**src/rtl/imgproc_mode_ctrl_pkg.sv**
```systemverilog
// imgproc_mode_ctrl_pkg: shared types and constants for the
// image-processing mode controller.
package imgproc_mode_ctrl_pkg;

    typedef enum logic [2:0] {
        IDLE,
        GOT_HDR,
        GOT_MODE,
        PEND,
        ACK
    } state_t;

    typedef enum logic {
        SRC_UART,
        SRC_KEY
    } src_t;

    localparam logic [3:0] ACK_OK_NIB = 4'hA;
    localparam logic [7:0] ACK_ERR    = 8'hEE;

    function automatic logic [7:0] sat_inc8(input logic [7:0] v);
        return (v == 8'hFF) ? v : v + 8'd1;
    endfunction

endpackage

```
**src/rtl/imgproc_mode_ctrl_key_debounce.sv**
```systemverilog
// key_debounce: synchronizes a raw active-low key and emits a
// one-cycle pulse when the stable level goes from released to pressed.
module key_debounce #(
    parameter int unsigned DEBOUNCE_CYC = 250_000
) (
    input  logic clk,
    input  logic reset_n,
    input  logic i_key_n,
    output logic o_press
);

    localparam int unsigned CW = $clog2(DEBOUNCE_CYC + 1);

    logic          r_sync1;
    logic          r_sync2;
    logic          r_level;
    logic          r_press;
    logic [CW-1:0] r_cnt;

    // two-flop synchronizer, idles at the released level
    always_ff @(posedge clk or negedge reset_n) begin
        if (!reset_n) begin
            r_sync1 <= 1'b1;
            r_sync2 <= 1'b1;
        end else begin
            r_sync1 <= i_key_n;
            r_sync2 <= r_sync1;
        end
    end

    // accept a new level only after it has been stable long enough
    always_ff @(posedge clk or negedge reset_n) begin
        if (!reset_n) begin
            r_level <= 1'b1;
            r_cnt   <= '0;
            r_press <= 1'b0;
        end else begin
            r_press <= 1'b0;
            if (r_sync2 == r_level) begin
                r_cnt <= '0;
            end else if (r_cnt == CW'(DEBOUNCE_CYC - 1)) begin
                r_cnt   <= '0;
                r_level <= r_sync2;
                r_press <= ~r_sync2;
            end else begin
                r_cnt <= r_cnt + CW'(1);
            end
        end
    end

    assign o_press = r_press;

endmodule

```
**src/rtl/imgproc_mode_ctrl.sv**
```systemverilog
// imgproc_mode_ctrl: owns the processing-mode output; takes UART/key requests.
// Optional IMGPROC_MODE_CTRL_FRAME_SYNC_EN applies requests only at end-of-frame.
module imgproc_mode_ctrl
    import imgproc_mode_ctrl_pkg::*;
#(
    parameter logic [7:0]  HDR_BYTE     = 8'hA5,
    parameter int unsigned BYTE_TIMEOUT = 1_000_000,
    parameter int unsigned DEBOUNCE_CYC = 250_000
) (
    input  logic       clk,
    input  logic       reset_n,
    input  logic [7:0] rx_data,
    input  logic       rx_valid,
    output logic       rx_ready,
    input  logic [1:0] key_n,
    input  logic       fval,
    output logic [3:0] mode,
    output logic       mode_pending,
    output logic [7:0] ack_data,
    output logic       ack_valid,
    input  logic       ack_ready,
    output logic [7:0] err_cnt
);

    localparam int unsigned TW = $clog2(BYTE_TIMEOUT + 1);

    state_t        r_state;
    state_t        w_state_nxt;
    logic [3:0]    r_mode;
    logic [3:0]    w_mode_nxt;
    logic [3:0]    r_req;
    logic [3:0]    w_req_nxt;
    src_t          r_src;
    src_t          w_src_nxt;
    logic [7:0]    r_byte;
    logic [7:0]    w_byte_nxt;
    logic [7:0]    r_ack_data;
    logic [7:0]    w_ack_data_nxt;
    logic          r_ack_valid;
    logic          w_ack_valid_nxt;
    logic [7:0]    r_err;
    logic [7:0]    w_err_nxt;
    logic [TW-1:0] r_tmo;
    logic [TW-1:0] w_tmo_nxt;
    logic          r_pend;
    logic          r_rx_ready;

    logic          w_rx_fire;
    logic          w_tmo_hit;
    logic          w_key0;
    logic          w_key1;
    logic          w_apply;

    key_debounce #(
        .DEBOUNCE_CYC(DEBOUNCE_CYC)
    ) u_key0 (
        .clk    (clk),
        .reset_n(reset_n),
        .i_key_n(key_n[0]),
        .o_press(w_key0)
    );

    key_debounce #(
        .DEBOUNCE_CYC(DEBOUNCE_CYC)
    ) u_key1 (
        .clk    (clk),
        .reset_n(reset_n),
        .i_key_n(key_n[1]),
        .o_press(w_key1)
    );

`ifdef IMGPROC_MODE_CTRL_FRAME_SYNC_EN
    logic r_fval_s1;
    logic r_fval_s2;
    logic r_fval_d;

    // bring fval into the clk domain and keep one delayed copy for edges
    always_ff @(posedge clk or negedge reset_n) begin
        if (!reset_n) begin
            r_fval_s1 <= 1'b0;
            r_fval_s2 <= 1'b0;
            r_fval_d  <= 1'b0;
        end else begin
            r_fval_s1 <= fval;
            r_fval_s2 <= r_fval_s1;
            r_fval_d  <= r_fval_s2;
        end
    end

    assign w_apply = r_fval_d & ~r_fval_s2;
`else
    logic w_unused_fval;
    assign w_unused_fval = fval;
    assign w_apply       = 1'b1;
`endif

    assign w_rx_fire = rx_valid & r_rx_ready;
    assign w_tmo_hit = (r_tmo == TW'(BYTE_TIMEOUT - 1));

    // command parsing, validation and deferred mode application
    always_comb begin
        w_state_nxt     = r_state;
        w_mode_nxt      = r_mode;
        w_req_nxt       = r_req;
        w_src_nxt       = r_src;
        w_byte_nxt      = r_byte;
        w_ack_data_nxt  = r_ack_data;
        w_ack_valid_nxt = r_ack_valid;
        w_err_nxt       = r_err;
        w_tmo_nxt       = '0;
        unique case (r_state)
            IDLE: begin
                if (w_rx_fire && rx_data == HDR_BYTE) begin
                    w_state_nxt = GOT_HDR;
                end else if (w_key1) begin
                    w_req_nxt   = 4'h0;
                    w_src_nxt   = SRC_KEY;
                    w_state_nxt = PEND;
                end else if (w_key0) begin
                    w_req_nxt   = r_mode + 4'h1;
                    w_src_nxt   = SRC_KEY;
                    w_state_nxt = PEND;
                end
            end
            GOT_HDR: begin
                if (w_rx_fire) begin
                    w_byte_nxt  = rx_data;
                    w_state_nxt = GOT_MODE;
                end else if (w_tmo_hit) begin
                    w_err_nxt   = sat_inc8(r_err);
                    w_state_nxt = IDLE;
                end else begin
                    w_tmo_nxt = r_tmo + TW'(1);
                end
            end
            GOT_MODE: begin
                if (w_rx_fire) begin
                    if (rx_data == (HDR_BYTE ^ r_byte) &&
                        r_byte[7:4] == 4'h0) begin
                        w_req_nxt   = r_byte[3:0];
                        w_src_nxt   = SRC_UART;
                        w_state_nxt = PEND;
                    end else begin
                        w_err_nxt       = sat_inc8(r_err);
                        w_ack_data_nxt  = ACK_ERR;
                        w_ack_valid_nxt = 1'b1;
                        w_state_nxt     = ACK;
                    end
                end else if (w_tmo_hit) begin
                    w_err_nxt   = sat_inc8(r_err);
                    w_state_nxt = IDLE;
                end else begin
                    w_tmo_nxt = r_tmo + TW'(1);
                end
            end
            PEND: begin
                if (w_apply) begin
                    w_mode_nxt = r_req;
                    if (r_src == SRC_UART) begin
                        w_ack_data_nxt  = {ACK_OK_NIB, r_req};
                        w_ack_valid_nxt = 1'b1;
                        w_state_nxt     = ACK;
                    end else begin
                        w_state_nxt = IDLE;
                    end
                end
            end
            ACK: begin
                if (ack_ready) begin
                    w_ack_valid_nxt = 1'b0;
                    w_state_nxt     = IDLE;
                end
            end
            default: begin
                w_state_nxt = IDLE;
            end
        endcase
    end

    // state and datapath registers; ready/pending follow the next state
    always_ff @(posedge clk or negedge reset_n) begin
        if (!reset_n) begin
            r_state     <= IDLE;
            r_mode      <= 4'h0;
            r_req       <= 4'h0;
            r_src       <= SRC_UART;
            r_byte      <= 8'h00;
            r_ack_data  <= 8'h00;
            r_ack_valid <= 1'b0;
            r_err       <= 8'h00;
            r_tmo       <= '0;
            r_pend      <= 1'b0;
            r_rx_ready  <= 1'b0;
        end else begin
            r_state     <= w_state_nxt;
            r_mode      <= w_mode_nxt;
            r_req       <= w_req_nxt;
            r_src       <= w_src_nxt;
            r_byte      <= w_byte_nxt;
            r_ack_data  <= w_ack_data_nxt;
            r_ack_valid <= w_ack_valid_nxt;
            r_err       <= w_err_nxt;
            r_tmo       <= w_tmo_nxt;
            r_pend      <= (w_state_nxt == PEND);
            r_rx_ready  <= (w_state_nxt == IDLE) ||
                           (w_state_nxt == GOT_HDR) ||
                           (w_state_nxt == GOT_MODE);
        end
    end

    assign rx_ready     = r_rx_ready;
    assign mode         = r_mode;
    assign mode_pending = r_pend;
    assign ack_data     = r_ack_data;
    assign ack_valid    = r_ack_valid;
    assign err_cnt      = r_err;

endmodule
```
**config.mk**
```make
export PLATFORM = sky130hd
export DESIGN_NAME = imgproc_mode_ctrl
export DESIGN_NICKNAME = d
export VERILOG_FILES = /design/src/rtl/imgproc_mode_ctrl_pkg.sv /design/src/rtl/imgproc_mode_ctrl_key_debounce.sv /design/src/rtl/imgproc_mode_ctrl.sv
export SDC_FILE = /design/constraint.sdc
export NUM_CORES = 1
export LEC_CHECK = 0
export ABC_AREA = 1
export BUFFER_PORTS_ARGS = -buffer_cell sky130_fd_sc_hd__buf_2
export CORE_ASPECT_RATIO = 0.6
export CORE_MARGIN = 8
export CORE_UTILIZATION = 54
export DETAILED_ROUTE_END_ITERATION = 10
export MAX_ROUTING_LAYER = met4
export PLACE_DENSITY = 0.74
export SETUP_SLACK_MARGIN = 0.05
export SLEW_MARGIN = 20
export SYNTH_ARGS = -nofsm -noshare
export SYNTH_HDL_FRONTEND = slang
export SYNTH_SLANG_ARGS = --single-unit
```
**constraint.sdc**
```tcl
create_clock -name clk -period 1.46 [get_ports clk]
set_input_delay 0.073 -clock clk [delete_from_list [all_inputs] [get_ports clk]]
set_output_delay 0.073 -clock clk [all_outputs]
set_load 0.02 [all_outputs]
```
==> metrics <==
status=finished with violations; failing checks=negative hold slack, negative setup slack; Die Footprint=13100 um2; PnR worst setup slack=-0.330 ns; async set or reset register ratio after synthesis=100%; combinational share of power=8.3%; initial core utilization=55.9%; routability cong.=0.896; Worst path max stage delay=0.45 ns; Multi-input gate area=3070 um2; #FFs+latches synth=101; MaxCap Viol Count=0; maximum vdd drop=0.641 mV; Ys Warns=0; Worst Setup Path Type=register to register; Reg power frac=49.3%; number of antenna violations at the first check in global routing=0; largest net degree at the start of global routing=33; Critical Path AT=2.03 ns; Antenna Nets Post-Route=0; Critical Path RT=1.70 ns; vias=5725; CP cell instances=inv_1 -> nand3_1 -> o22ai_2 -> nand4_1 -> buf_6 -> nand2_1 -> o21ai_1; pre-CTS worst setup slack=-0.199 ns; post-synth top area share=46.0%; f_max=559 MHz; Final min period=1.79 ns; GRT Util Overall=25.6%; DRT met1 WL=7360 um; Sum Neg Setup Slack=-10.58 ns; vias in the first global route=5369; ratio of cells with drive above 1 in the final layout=46.8%; sequential cell area=2540 um2; total congestion overflow=0; top post-synthesis cells by area=dfrtp_1 46%, nand2_1 9.9%, nor2_1 7.0%, inv_1 5.5%, xor2_1 3.6%; Wirelength per Cell=19.6 um; initial drt markers=646; synth unique cells=46; IO Port Bufs=35; WP buf/inv=2; syn nets=652; commonest non-fill, non-tap cells in the layout=119 x buf_4, 103 x nand2_1, 87 x dfrtp_1, 66 x nor2_1, 64 x inv_1; num ports=38; cells after synthesis=632; Final Skew=0.0116 ns; switching pwr=1.48 mW; Worst-path clk slew=0.08 ns; Leak=3.81 nW; Crit-path slowest cell=dfrtp_1; number of flops mapped to enable cells by yosys=0; post-synthesis cell area=5170 um2; # fillers=445; met2 WL=9020 um; crit path launch type=register; routed length on met3=1600 um; Rows=27; clock latency on the worst-skew pair=0.36 ns; register area share after synthesis=49.0%; power per cell area=745 nW/um2; P&R area growth vs syn=53.4%; H-tree depth=3; placed instance count=892; Switching Share=25.0%; drt total wl=19000 um; DRC viols=0; DR pass1 iterations=6; TritonCTS Buffers=9; Worst Path Max Fanout=5; Clock Path Buffers=2; crit end category=register; Die Ht=91.8 um; Ant. Diodes=0; RSZ-0062 raised after global routing=yes; HPWL Detailed=9880 um; die width=142 um; final non-filler cell total=966; Root Buffer=clkbuf_16; Hold Crit Class=input port to register; CTS tree=built; ys flop type=dfrtp_1; Via density=5.93; Slew Viols, Final=0; Top Layer Used=met4; final hold violation count=1; first-pass GRT wire length=26100 um; Final Cycle Share=123%; Power, Total=5.91 mW; mean post-synth cell area=8.18 um2; Internal=4.43 mW; Net count, final=851; Crit path max-delay family=simple AND/OR/NAND/NOR gates; commonest non-fill, non-tap cell in the layout=buf_4; final setup violating endpoints=77; CTS sink cnt=101; largest area contributor in the netlist=dfrtp_1; final hold slack=-0.00899 ns; Core Area=9260 um2; Clk pwr share=42.4%
==> cell type report <==
cell class,count,share of cell area (%)
Multi-Input combinational cell,444,38.7
Sequential cell,101,32.1
Timing Repair Buffer,194,19.3
Inverter,81,4.12
Clock buffer,10,3.01
Tap cell,130,2.05
Clock inverter,6,0.789
==> stage by stage <==
| stage | util, % | instance area, um2 |
|---|---|---|
| CTS | 79.8 | 7380 |
| floorplan | - | 5250 |
| global placement | 68.4 | 6330 |
| detailed placement | 68.4 | 6330 |
| global route | 85.7 | 7930 |
| finish | 85.7 | 7930 |
==> per-layer routing <==
layer,track usage [%],vias up
li1,-,2426
met1,31.1,2753
met2,40.9,422
met3,6.10,124
met4,9.67,0
met5,-,-
==> cell families after synthesis <==
group           synth area share (%)
compound gates                  6.17
other cells                   0.0725
xor+xnor                        4.57
buf+inv                         6.53
fa+ha+maj                       1.21
mux                            0.436
simple gates                    32.0
flops                           49.0
==> final timing paths <==
kind,startpoint,endpoint,slack (ns),cells after the start
setup / recovery,r_state[1],ack_data[3],-0.33,7
hold / removal,rx_data[7],r_byte[7],-0.009,3
setup reg to reg,r_state[1],ack_data[3],-0.33,7
hold reg to reg,u_key0.r_sync1,u_key0.r_sync2,0.36,0
max in group asynchronous,reset_n,err_cnt[1],0.70,3
min in group asynchronous,reset_n,u_key1.r_cnt[15],0.17,2
==> repair_timing <==
| action | in CTS | in global routing |
|---|---|---|
| setup buffers | 36 | 20 |
| gates cloned | 2 | 0 |
| endpoints found under the setup margin | 73 | 88 |
| pin swaps | 38 | 50 |
| hold buffers | 6 | 0 |
| endpoints found under the hold margin | 104 | 0 |
| resized for setup | 113 | 117 |
==> cells in the mapped netlist, drive strengths merged (2+ instances only) <==
| library cell | instances |
|---|---|
| nand3b | 2 |
| o21a | 2 |
| or2 | 6 |
| nand2 | 143 |
| nor3b | 7 |
| xnor2 | 6 |
| dfrtp | 95 |
| nand4 | 15 |
| o22ai | 2 |
| ha | 5 |
| a31oi | 2 |
| inv | 81 |
| nor2 | 108 |
| buf | 5 |
| a211oi | 2 |
| nor3 | 21 |
| xor2 | 21 |
| a21oi | 20 |
| nand3 | 38 |
| mux2 | 2 |
| and3 | 2 |
| nor4 | 11 |
| dfstp | 6 |
| o21ai | 22 |
==> registers in the layout (all words and copies together), names as in the netlist, 3 cells and up <==
register / flops
r_state: 3
u_key1.r_cnt: 18
mode: 4
ack_data: 6
r_req: 4
r_tmo: 20
r_byte: 8
err_cnt: 8
u_key0.r_cnt: 18
==> power by group through the flow <==
stage / Clock (mW) / Combinational [mW] / Sequential, mW
final: 2.51 / 0.490 / 2.91
after global routing: 2.60 / 0.528 / 2.92
after CTS: 2.47 / 0.433 / 2.91
after detailed placement: 0 / 0.365 / 2.96
after global placement: 0 / 0.352 / 2.95
after floorplan: 0 / 0.119 / 2.99
==> worst register-to-register path: cells and delay by family (launching register included) <==
kind,cells,cell delay [ns]
and+or+nand+nor,3,0.50
AOI/OAI and AO/OA,2,0.24
buffers and inverters,2,0.46
DFF,1,0.45
Power figures use the tool's default switching activity.
